==> src/rtl/control_sequencer.sv <==
// Hardwired Moore control unit for the single-bus DataPath: fetch, decode on IR[31:27], execute.
// Memory states are stretched by MEM_WAIT cycles using a 3-bit down-counter reloaded on entry.
//
// state | meaning
// RST   | held in reset, all outputs 0
// T0    | PCout MARin IncPC; stop request here goes to HALT
// T1    | instruction read, held 1+MEM_WAIT cycles
// T2    | MDRout IRin
// T3-T7 | execute steps, decoded from the opcode
// HALT  | idle, run=0, left only through clear
module control_sequencer #(
  parameter int unsigned MEM_WAIT = 0,
  parameter logic [4:0]  ALU_ADD  = 5'b00011
) (
  input  logic        clock,
  input  logic        clear,
  input  logic [31:0] IR,
  input  logic        CON,
  input  logic        stop,
  output logic        run,
  output logic        PCout,
  output logic        IncPC,
  output logic        PCin,
  output logic        MARin,
  output logic        MDRin,
  output logic        MDRout,
  output logic        IRin,
  output logic        Yin,
  output logic        Cout,
  output logic        BAout,
  output logic        Gra,
  output logic        Grb,
  output logic        Grc,
  output logic        Rin,
  output logic        Rout,
  output logic        ZLOin,
  output logic        ZLOout,
  output logic        ZHIout,
  output logic        R15in,
  output logic        read,
  output logic        write,
  output logic        RAMenable,
  output logic        conin,
  output logic        OutPortenable,
  output logic        PortInout,
  output logic [4:0]  aluControl
);

  localparam logic [3:0] S_RST  = 4'd0;
  localparam logic [3:0] S_T0   = 4'd1;
  localparam logic [3:0] S_T1   = 4'd2;
  localparam logic [3:0] S_T2   = 4'd3;
  localparam logic [3:0] S_T3   = 4'd4;
  localparam logic [3:0] S_T4   = 4'd5;
  localparam logic [3:0] S_T5   = 4'd6;
  localparam logic [3:0] S_T6   = 4'd7;
  localparam logic [3:0] S_T7   = 4'd8;
  localparam logic [3:0] S_HALT = 4'd9;

  localparam logic [2:0] WAIT_LOAD = 3'(MEM_WAIT);

  logic [3:0] state_q, state_d;
  logic [2:0] wait_q, wait_d;

  logic [4:0] opcode;
  logic       is_ralu, is_ialu, is_unary, is_ldi, is_ld, is_st, is_br;
  logic       is_jr, is_in, is_out, is_nop, is_addr, is_short;
  logic [4:0] ialu_code;
  logic       unused_ir;

  assign opcode    = IR[31:27];
  assign unused_ir = ^IR[26:0];

  always_comb begin
    is_ralu  = (opcode >= 5'b00011) && (opcode <= 5'b01011);
    is_ialu  = (opcode >= 5'b01100) && (opcode <= 5'b01110);
    is_unary = (opcode == 5'b10001) || (opcode == 5'b10010);
    is_ldi   = (opcode == 5'b00001);
    is_ld    = (opcode == 5'b00000);
    is_st    = (opcode == 5'b00010);
    is_br    = (opcode == 5'b10011);
    is_jr    = (opcode == 5'b10100);
    is_in    = (opcode == 5'b10110);
    is_out   = (opcode == 5'b10111);
    is_nop   = (opcode == 5'b11010);
    // ldi, ld and st share the base-plus-offset address computation in T3-T4
    is_addr  = is_ldi || is_ld || is_st;
    is_short = is_jr || is_in || is_out || is_nop;
    case (opcode)
      5'b01101: ialu_code = 5'b00101;
      5'b01110: ialu_code = 5'b00110;
      default:  ialu_code = ALU_ADD;
    endcase
  end

  always_comb begin
    state_d = state_q;
    wait_d  = wait_q;
    case (state_q)
      S_RST: state_d = S_T0;
      S_T0: begin
        if (stop) begin
          state_d = S_HALT;
        end else begin
          state_d = S_T1;
          wait_d  = WAIT_LOAD;
        end
      end
      S_T1: begin
        if (wait_q == 3'd0) state_d = S_T2;
        else                wait_d  = wait_q - 3'd1;
      end
      S_T2: state_d = S_T3;
      S_T3: begin
        if (is_short)                                   state_d = S_T0;
        else if (is_ralu || is_ialu || is_unary ||
                 is_addr || is_br)                      state_d = S_T4;
        else                                            state_d = S_HALT;
      end
      S_T4: state_d = is_unary ? S_T0 : S_T5;
      S_T5: begin
        if (is_ld || is_st || is_br) begin
          state_d = S_T6;
          wait_d  = WAIT_LOAD;
        end else begin
          state_d = S_T0;
        end
      end
      S_T6: begin
        if (is_ld) begin
          if (wait_q == 3'd0) state_d = S_T7;
          else                wait_d  = wait_q - 3'd1;
        end else if (is_st) begin
          state_d = S_T7;
          wait_d  = WAIT_LOAD;
        end else begin
          state_d = S_T0;
        end
      end
      S_T7: begin
        if (is_st && (wait_q != 3'd0)) wait_d  = wait_q - 3'd1;
        else                           state_d = S_T0;
      end
      S_HALT:  state_d = S_HALT;
      default: state_d = S_RST;
    endcase
  end

  always_ff @(posedge clock or negedge clear) begin
    if (!clear) begin
      state_q <= S_RST;
      wait_q  <= 3'd0;
    end else begin
      state_q <= state_d;
      wait_q  <= wait_d;
    end
  end

  always_comb begin
    run = (state_q != S_RST) && (state_q != S_HALT);
    PCout = 1'b0; IncPC = 1'b0; PCin = 1'b0; MARin = 1'b0; MDRin = 1'b0;
    MDRout = 1'b0; IRin = 1'b0; Yin = 1'b0; Cout = 1'b0; BAout = 1'b0;
    Gra = 1'b0; Grb = 1'b0; Grc = 1'b0; Rin = 1'b0; Rout = 1'b0;
    ZLOin = 1'b0; ZLOout = 1'b0; ZHIout = 1'b0; R15in = 1'b0;
    read = 1'b0; write = 1'b0; RAMenable = 1'b0; conin = 1'b0;
    OutPortenable = 1'b0; PortInout = 1'b0; aluControl = 5'b00000;
    case (state_q)
      S_T0: begin PCout = 1'b1; MARin = 1'b1; IncPC = 1'b1; end
      S_T1: begin read = 1'b1; RAMenable = 1'b1; MDRin = 1'b1; end
      S_T2: begin MDRout = 1'b1; IRin = 1'b1; end
      S_T3: begin
        if (is_ralu || is_ialu) begin
          Grb = 1'b1; Rout = 1'b1; Yin = 1'b1;
        end else if (is_unary) begin
          Grb = 1'b1; Rout = 1'b1; ZLOin = 1'b1; aluControl = opcode;
        end else if (is_addr) begin
          Grb = 1'b1; BAout = 1'b1; Yin = 1'b1;
        end else if (is_br) begin
          Gra = 1'b1; Rout = 1'b1; conin = 1'b1;
        end else if (is_jr) begin
          Gra = 1'b1; Rout = 1'b1; PCin = 1'b1;
        end else if (is_in) begin
          Gra = 1'b1; Rin = 1'b1; PortInout = 1'b1;
        end else if (is_out) begin
          Gra = 1'b1; Rout = 1'b1; OutPortenable = 1'b1;
        end
      end
      S_T4: begin
        if (is_ralu) begin
          Grc = 1'b1; Rout = 1'b1; ZLOin = 1'b1; aluControl = opcode;
        end else if (is_ialu) begin
          Cout = 1'b1; ZLOin = 1'b1; aluControl = ialu_code;
        end else if (is_unary) begin
          ZLOout = 1'b1; Gra = 1'b1; Rin = 1'b1;
        end else if (is_addr) begin
          Cout = 1'b1; ZLOin = 1'b1; aluControl = ALU_ADD;
        end else if (is_br) begin
          PCout = 1'b1; Yin = 1'b1;
        end
      end
      S_T5: begin
        if (is_ralu || is_ialu || is_ldi) begin
          ZLOout = 1'b1; Gra = 1'b1; Rin = 1'b1;
        end else if (is_ld || is_st) begin
          ZLOout = 1'b1; MARin = 1'b1;
        end else if (is_br) begin
          Cout = 1'b1; ZLOin = 1'b1; aluControl = ALU_ADD;
        end
      end
      S_T6: begin
        if (is_ld) begin
          read = 1'b1; RAMenable = 1'b1; MDRin = 1'b1;
        end else if (is_st) begin
          Gra = 1'b1; Rout = 1'b1; MDRin = 1'b1;
        end else if (is_br) begin
          ZLOout = 1'b1; PCin = CON;
        end
      end
      S_T7: begin
        if (is_ld) begin
          MDRout = 1'b1; Gra = 1'b1; Rin = 1'b1;
        end else if (is_st) begin
          write = 1'b1; RAMenable = 1'b1;
        end
      end
      default: ;
    endcase
  end

endmodule
==> config.mk <==
export PLATFORM = sky130hd
export DESIGN_NAME = control_sequencer
export DESIGN_NICKNAME = d
export VERILOG_FILES = /design/src/rtl/control_sequencer.sv
export SDC_FILE = /design/constraint.sdc
export NUM_CORES = 1
export LEC_CHECK = 0
export BUFFER_PORTS_ARGS = -buffer_cell sky130_fd_sc_hd__buf_2
export CORE_UTILIZATION = 49
export DETAILED_ROUTE_END_ITERATION = 8
export GPL_ROUTABILITY_DRIVEN = 1
export PLACE_DENSITY = 0.86
export SLEW_MARGIN = 20
export SYNTH_ARGS = -nofsm -noshare
export SYNTH_HDL_FRONTEND = slang
export SYNTH_SLANG_ARGS = --single-unit
==> constraint.sdc <==
create_clock -name clock -period 6.4 [get_ports clock]
set_clock_uncertainty 0.05 [all_clocks]
set_input_delay 1.28 -clock clock [delete_from_list [all_inputs] [get_ports clock]]
set_output_delay 1.28 -clock clock [all_outputs]
set_load 0.02 [all_outputs]
# --- Word-level counts from Yosys, hierarchy flattened ---
# Cells that the tools add are included.
classes:
  n_mux: 116
  add_sub_neg: 1
  n_eq_ne: 28
  n_lt_le_gt_ge: 4
  reduce_logical: 25
ops:
  columns: ["op", "count"]
  rows:
  - ["1-bit two-way mux", 73]
  - ["4-bit case mux with 10 select lines", 1]
  - ["5-bit == test, second input constant", 7]
  - ["4-bit two-way mux", 8]
  - ["3-bit two-way mux", 8]
  - ["5-bit two-way mux", 4]
  - ["4-bit by 3-bit == test with 1-bit output, second input constant", 4]
  - ["1-bit case mux with 2 select lines", 8]
  - ["3-bit case mux with 5 select lines", 1]
  - ["5-bit case mux with 3 select lines", 1]
  - ["1-bit logical OR", 13]
  - ["1-bit case mux with 3 select lines", 4]
  - ["5-bit by 4-bit == test with 1-bit output, second input constant", 2]
  - ["5-bit by 4-bit <= comparator with 1-bit output, second input constant", 2]
  - ["2-bit two-way mux", 5]
  - ["2-bit != test, second input constant", 5]
  - ["4-bit by 2-bit == test with 1-bit output, second input constant", 2]
  - ["4-bit == test, second input constant", 2]
  - ["3-bit != test, second input constant", 2]
  - ["3-bit case mux with 2 select lines", 1]
  - ["5-bit by 1-bit == test with 1-bit output, second input constant", 1]
  - ["5-bit by 2-bit == test with 1-bit output, second input constant", 1]
  - ["5-bit by 2-bit >= comparator with 1-bit output, second input constant", 1]
  - ["5-bit by 4-bit >= comparator with 1-bit output, second input constant", 1]
  - ["other kinds (14)", 17]
totals:
  word_cells: 176
  ff_bits: 7

# --- Depth between registers and ports, before layout ---
logic_depth:
  word_depth: 9
  depth_mapped: 7
  ltp_nobuf: 7

# --- Worst setup path after synthesis ---
# OpenSTA, ideal clock, no wires.
synth_timing:
  kind: "input-to-output"
  start: "input port IR[27]"
  end: "output port ZLOin"
  cell_stages: 7
  arrival_ns: 2.718
  path_buffers: 2
  slack_ns: 2.352
  path_cell_list: "buf_4 -> and2_1 -> clkbuf_1 -> a31o_2 -> mux2_2 -> o22a_1 -> nor2_1"
synth_between:
  elab_chain_cells: 8
  word_cells_on_any_way: 28
synth_lines:
  columns: ["element", "line", "text"]
  rows:
  - ["start, declared", "17", "input logic [31:0] IR,"]
  - ["5-bit by 1-bit == test with 1-bit output or 5-bit logical NOT (tied branches)", "78, 79", null]
  - ["1-bit logical OR (2 in a row)", "87", "is_addr = is_ldi || is_ld || is_st;"]
  - ["1-bit two-way mux", "195", "end else if (is_addr) begin"]
  - ["1-bit two-way mux", "193", "end else if (is_unary) begin"]
  - ["1-bit two-way mux", "191", "end else if (is_ialu) begin"]
  - ["1-bit two-way mux", "189", "if (is_ralu) begin"]
  - ["1-bit case mux with 3 select lines *", "167", "case (state_q)"]
  - ["end, declared", "36", "output logic ZLOin,"]
# Mark *: on every way between the ends. The rest lies on a longest branch, timed or not.

# --- Worst setup path after layout ---
layout_timing:
  start: "input port IR[28]"
  end: "output port aluControl[0]"
layout_between:
  elab_chain_cells: 8
  word_cells_on_any_way: 31
layout_lines:
  columns: ["element", "line", "text"]
  rows:
  - ["5-bit by 1-bit == test with 1-bit output or 5-bit logical NOT (tied branches)", "78, 79", null]
  - ["1-bit logical OR (2 in a row)", "87", null]
  - ["2-bit two-way mux", "195", null]
  - ["2-bit two-way mux", "193", null]
  - ["5-bit two-way mux", "191", null]
  - ["5-bit two-way mux", "189", null]
  - ["5-bit case mux with 3 select lines *", "167", null]
  - ["end, declared", "46", "output logic [4:0] aluControl"]
# Marked as above.

==> impl_metrics.ini <==
[run_status]
outcome = complete, no violations

[clock_tree]
cts_hold_buf = 0
cts_setup_buffers = 0
cts_num_sinks = 7
htreeDepth = 1
cts_tree = done
cts_buffer_depth = 2
ctsResizeCount = 0
clock_latency_ps = 240
clkTransAtPathRegs_ps = 50
clockRootBuffer = clkbuf_4
cts_inserted_buffers = 3

[cells_and_area]
num_antenna_cells = 0
nets = 243
final_cell_mix = buf_2, nor2_1, o21ai_0
drive_gt1_share_pct = 25.5
area_growth_pct = 11.4
final_common_cell = buf_2
fillers = 234

[synth]
synth.yosys.seq_area_share_pct = 13.8
yosys_warnings = 0
synth-edff-count = 0
avgSynthCellArea_sq_um = 6.95
ys_ff_latch = 7
synth_cell_types = 57
synth-main-ff-cell = dfrtp_1
syn_inst = 182
postSynth.asyncResetShare_pct = 100
synth_area_sq_mm = 0.00126

[timing]
tightest_slew_ps = 766
grt_setup_unrepaired = no
slew_headroom_pct = 48.2
setup_viol = 0
hold_viol = 0
fin_crit_ps = 4250
drv_slew = 0
setup_tns_ps = 0
hold_slack_ps = 459
finalCritPeriodShare_pct = 66.4
max_freq_ghz = 0.235

[critical_path]
cp_top_family = simple AND/OR/NAND/NOR gates
crit_chain = buf_2, and2_1, nand3_1, nor3_1, a221o_1, buf_2
worstSetupStartpointType = input pin
slowest_stage = and2_1
worstReg2RegEnd = state_q[3]$_DFFE_PN0P_
path_max_fanout = 22
r2r_cells = 4
path_class = input pin to primary output
crit_arrival_ps = 2920
rr_startpoint = state_q[2]$_DFFE_PN0P_
crit_required_ps = 5070
r2r_setup_slack_ps = 4180
cpMostUsedCell = buf_2
crit_start = IR[28]
timing.critical_path.buf_inv = 2
path_depth = 6
worst_path_largest_cell_delay_ps = 370
cp-end-kind = primary output
cp-endpoint = aluControl[0]

[floorplan]
initial_core_util_pct = 51.5
design.core.area_sq_mm = 0.00245
rows = 18
fp.dieArea_sq_mm = 0.00279
die_h_um = 52.8
ios = 67
die_x_um = 52.8

[drt]
drcViolationCount = 0
drt-initial-drc-count = 45
wl_per_cell_um = 13.1
finalWirelength_um = 3060
dr_total_vias = 1413
antenna_left = 0
vias_per_cell = 6.04
dr.pass1.iters = 4

[hold_path]
min_path_type = flip-flop to flip-flop

[power]
leakage_nw = 0.699
comb_power_share_pct = 64.2
power_switching_share_pct = 55.1
seq_power_share_pct = 26.9
intPower_mw = 0.191
p_clk_share_pct = 9.0
switchingPower_mw = 0.234
irDropWorstVdd_mv = 0.211
powerDensity_mw_per_mm2 = 302

[flow_run]
maxCapViolCount = 0

[place]
post-dp-hpwl_um = 2260
gp_congestion = 0.852
portBuffers = 37

[global_route]
grt_pass1_vias = 1056
grt_first_pass_wirelength_um = 4880
overflow = 0
grt_max_degree = 23
antenna_found_initial = 0
track_usage_pct = 22.7
-- layout make-up --
type                    count  area, sq um  share of cell area (%)
inverters                   7         26.3                    1.87
multi-input cells         149          958                    68.0
well taps                  30         37.5                    2.66
flip-flops and latches      7          175                    12.4
clock buffers               4         26.3                    1.87
repair buffers             37          185                    13.1
-- cells by family after synthesis --
family / share of synthesized area, %
buffers and inverters: 10.7
and+or+nand+nor: 38.4
adders and majority gates: 1.98
other: 0.296
xor gates and xnor gates: 1.39
DFF: 13.8
AOI/OAI and AO/OA: 29.7
muxes: 3.76
-- state kept, by name, summed over array words and instances (netlist names) --
name	cells
wait_q	3
state_q	4
-- metal layers --
layer	global-route usage [%]	wire length, um	vias up
met5	0	0	-
met4	0	0	0
met3	2.03	234	0
met2	35.9	1400	63
met1	34.8	1420	642
li1	-	-	708
-- synth_stat cells, types with 3 or more instances --
cell type	number	area (sq um)
a21o_1	4	30.0
a21oi_1	6	30.0
a221o_1	3	30.0
a31oi_1	4	25.0
and3_1	4	25.0
buf_1	3	11.3
buf_2	5	25.0
buf_4	3	22.5
clkbuf_1	6	22.5
dfrtp_1	7	175
inv_1	7	26.3
nand2_1	5	18.8
nand2b_1	6	37.5
nand3_1	9	45.0
nor2_1	23	86.3
nor2b_1	6	37.5
nor3_1	7	35.0
o21ai_0	19	95.1
-- stage by stage --
stage                     utilization [%]  setup WS (ps)  total power [mW]  instances  instance area, sq um
after global placement               56.3           2180             0.382        230                  1380
after global routing                 57.4           1990             0.465        234                  1410
after CTS                            57.4           2180             0.425        234                  1410
after floorplan                         -           2350             0.328        183                  1270
final                                57.4           2150             0.425        234                  1410
after detailed placement             56.3           2190             0.385        230                  1380
-- worst min path at each step --
stage / start / endpoint / slack, ps / cells after the start
2_1_floorplan: wait_q[1]$_DFFE_PN0P_ / wait_q[1]$_DFFE_PN0P_ / 420 / 1
3_3_place_gp: wait_q[1]$_DFFE_PN0P_ / wait_q[1]$_DFFE_PN0P_ / 430 / 1
3_5_place_dp: wait_q[1]$_DFFE_PN0P_ / wait_q[1]$_DFFE_PN0P_ / 450 / 1
4_1_cts: wait_q[1]$_DFFE_PN0P_ / wait_q[1]$_DFFE_PN0P_ / 460 / 1
5_1_grt: wait_q[1]$_DFFE_PN0P_ / wait_q[1]$_DFFE_PN0P_ / 470 / 1
6_report: wait_q[1]$_DFFE_PN0P_ / wait_q[1]$_DFFE_PN0P_ / 460 / 1
-- power by group through the flow --
stage / Clock (mW) / Sequential (mW) / Combinational, mW
after floorplan: 0 / 0.0643 / 0.264
after global placement: 0 / 0.114 / 0.268
after detailed placement: 0 / 0.114 / 0.271
after CTS: 0.0398 / 0.113 / 0.272
after global routing: 0.0424 / 0.123 / 0.300
final: 0.0381 / 0.114 / 0.273
Note: power is estimated with default switching activity, not from simulation.
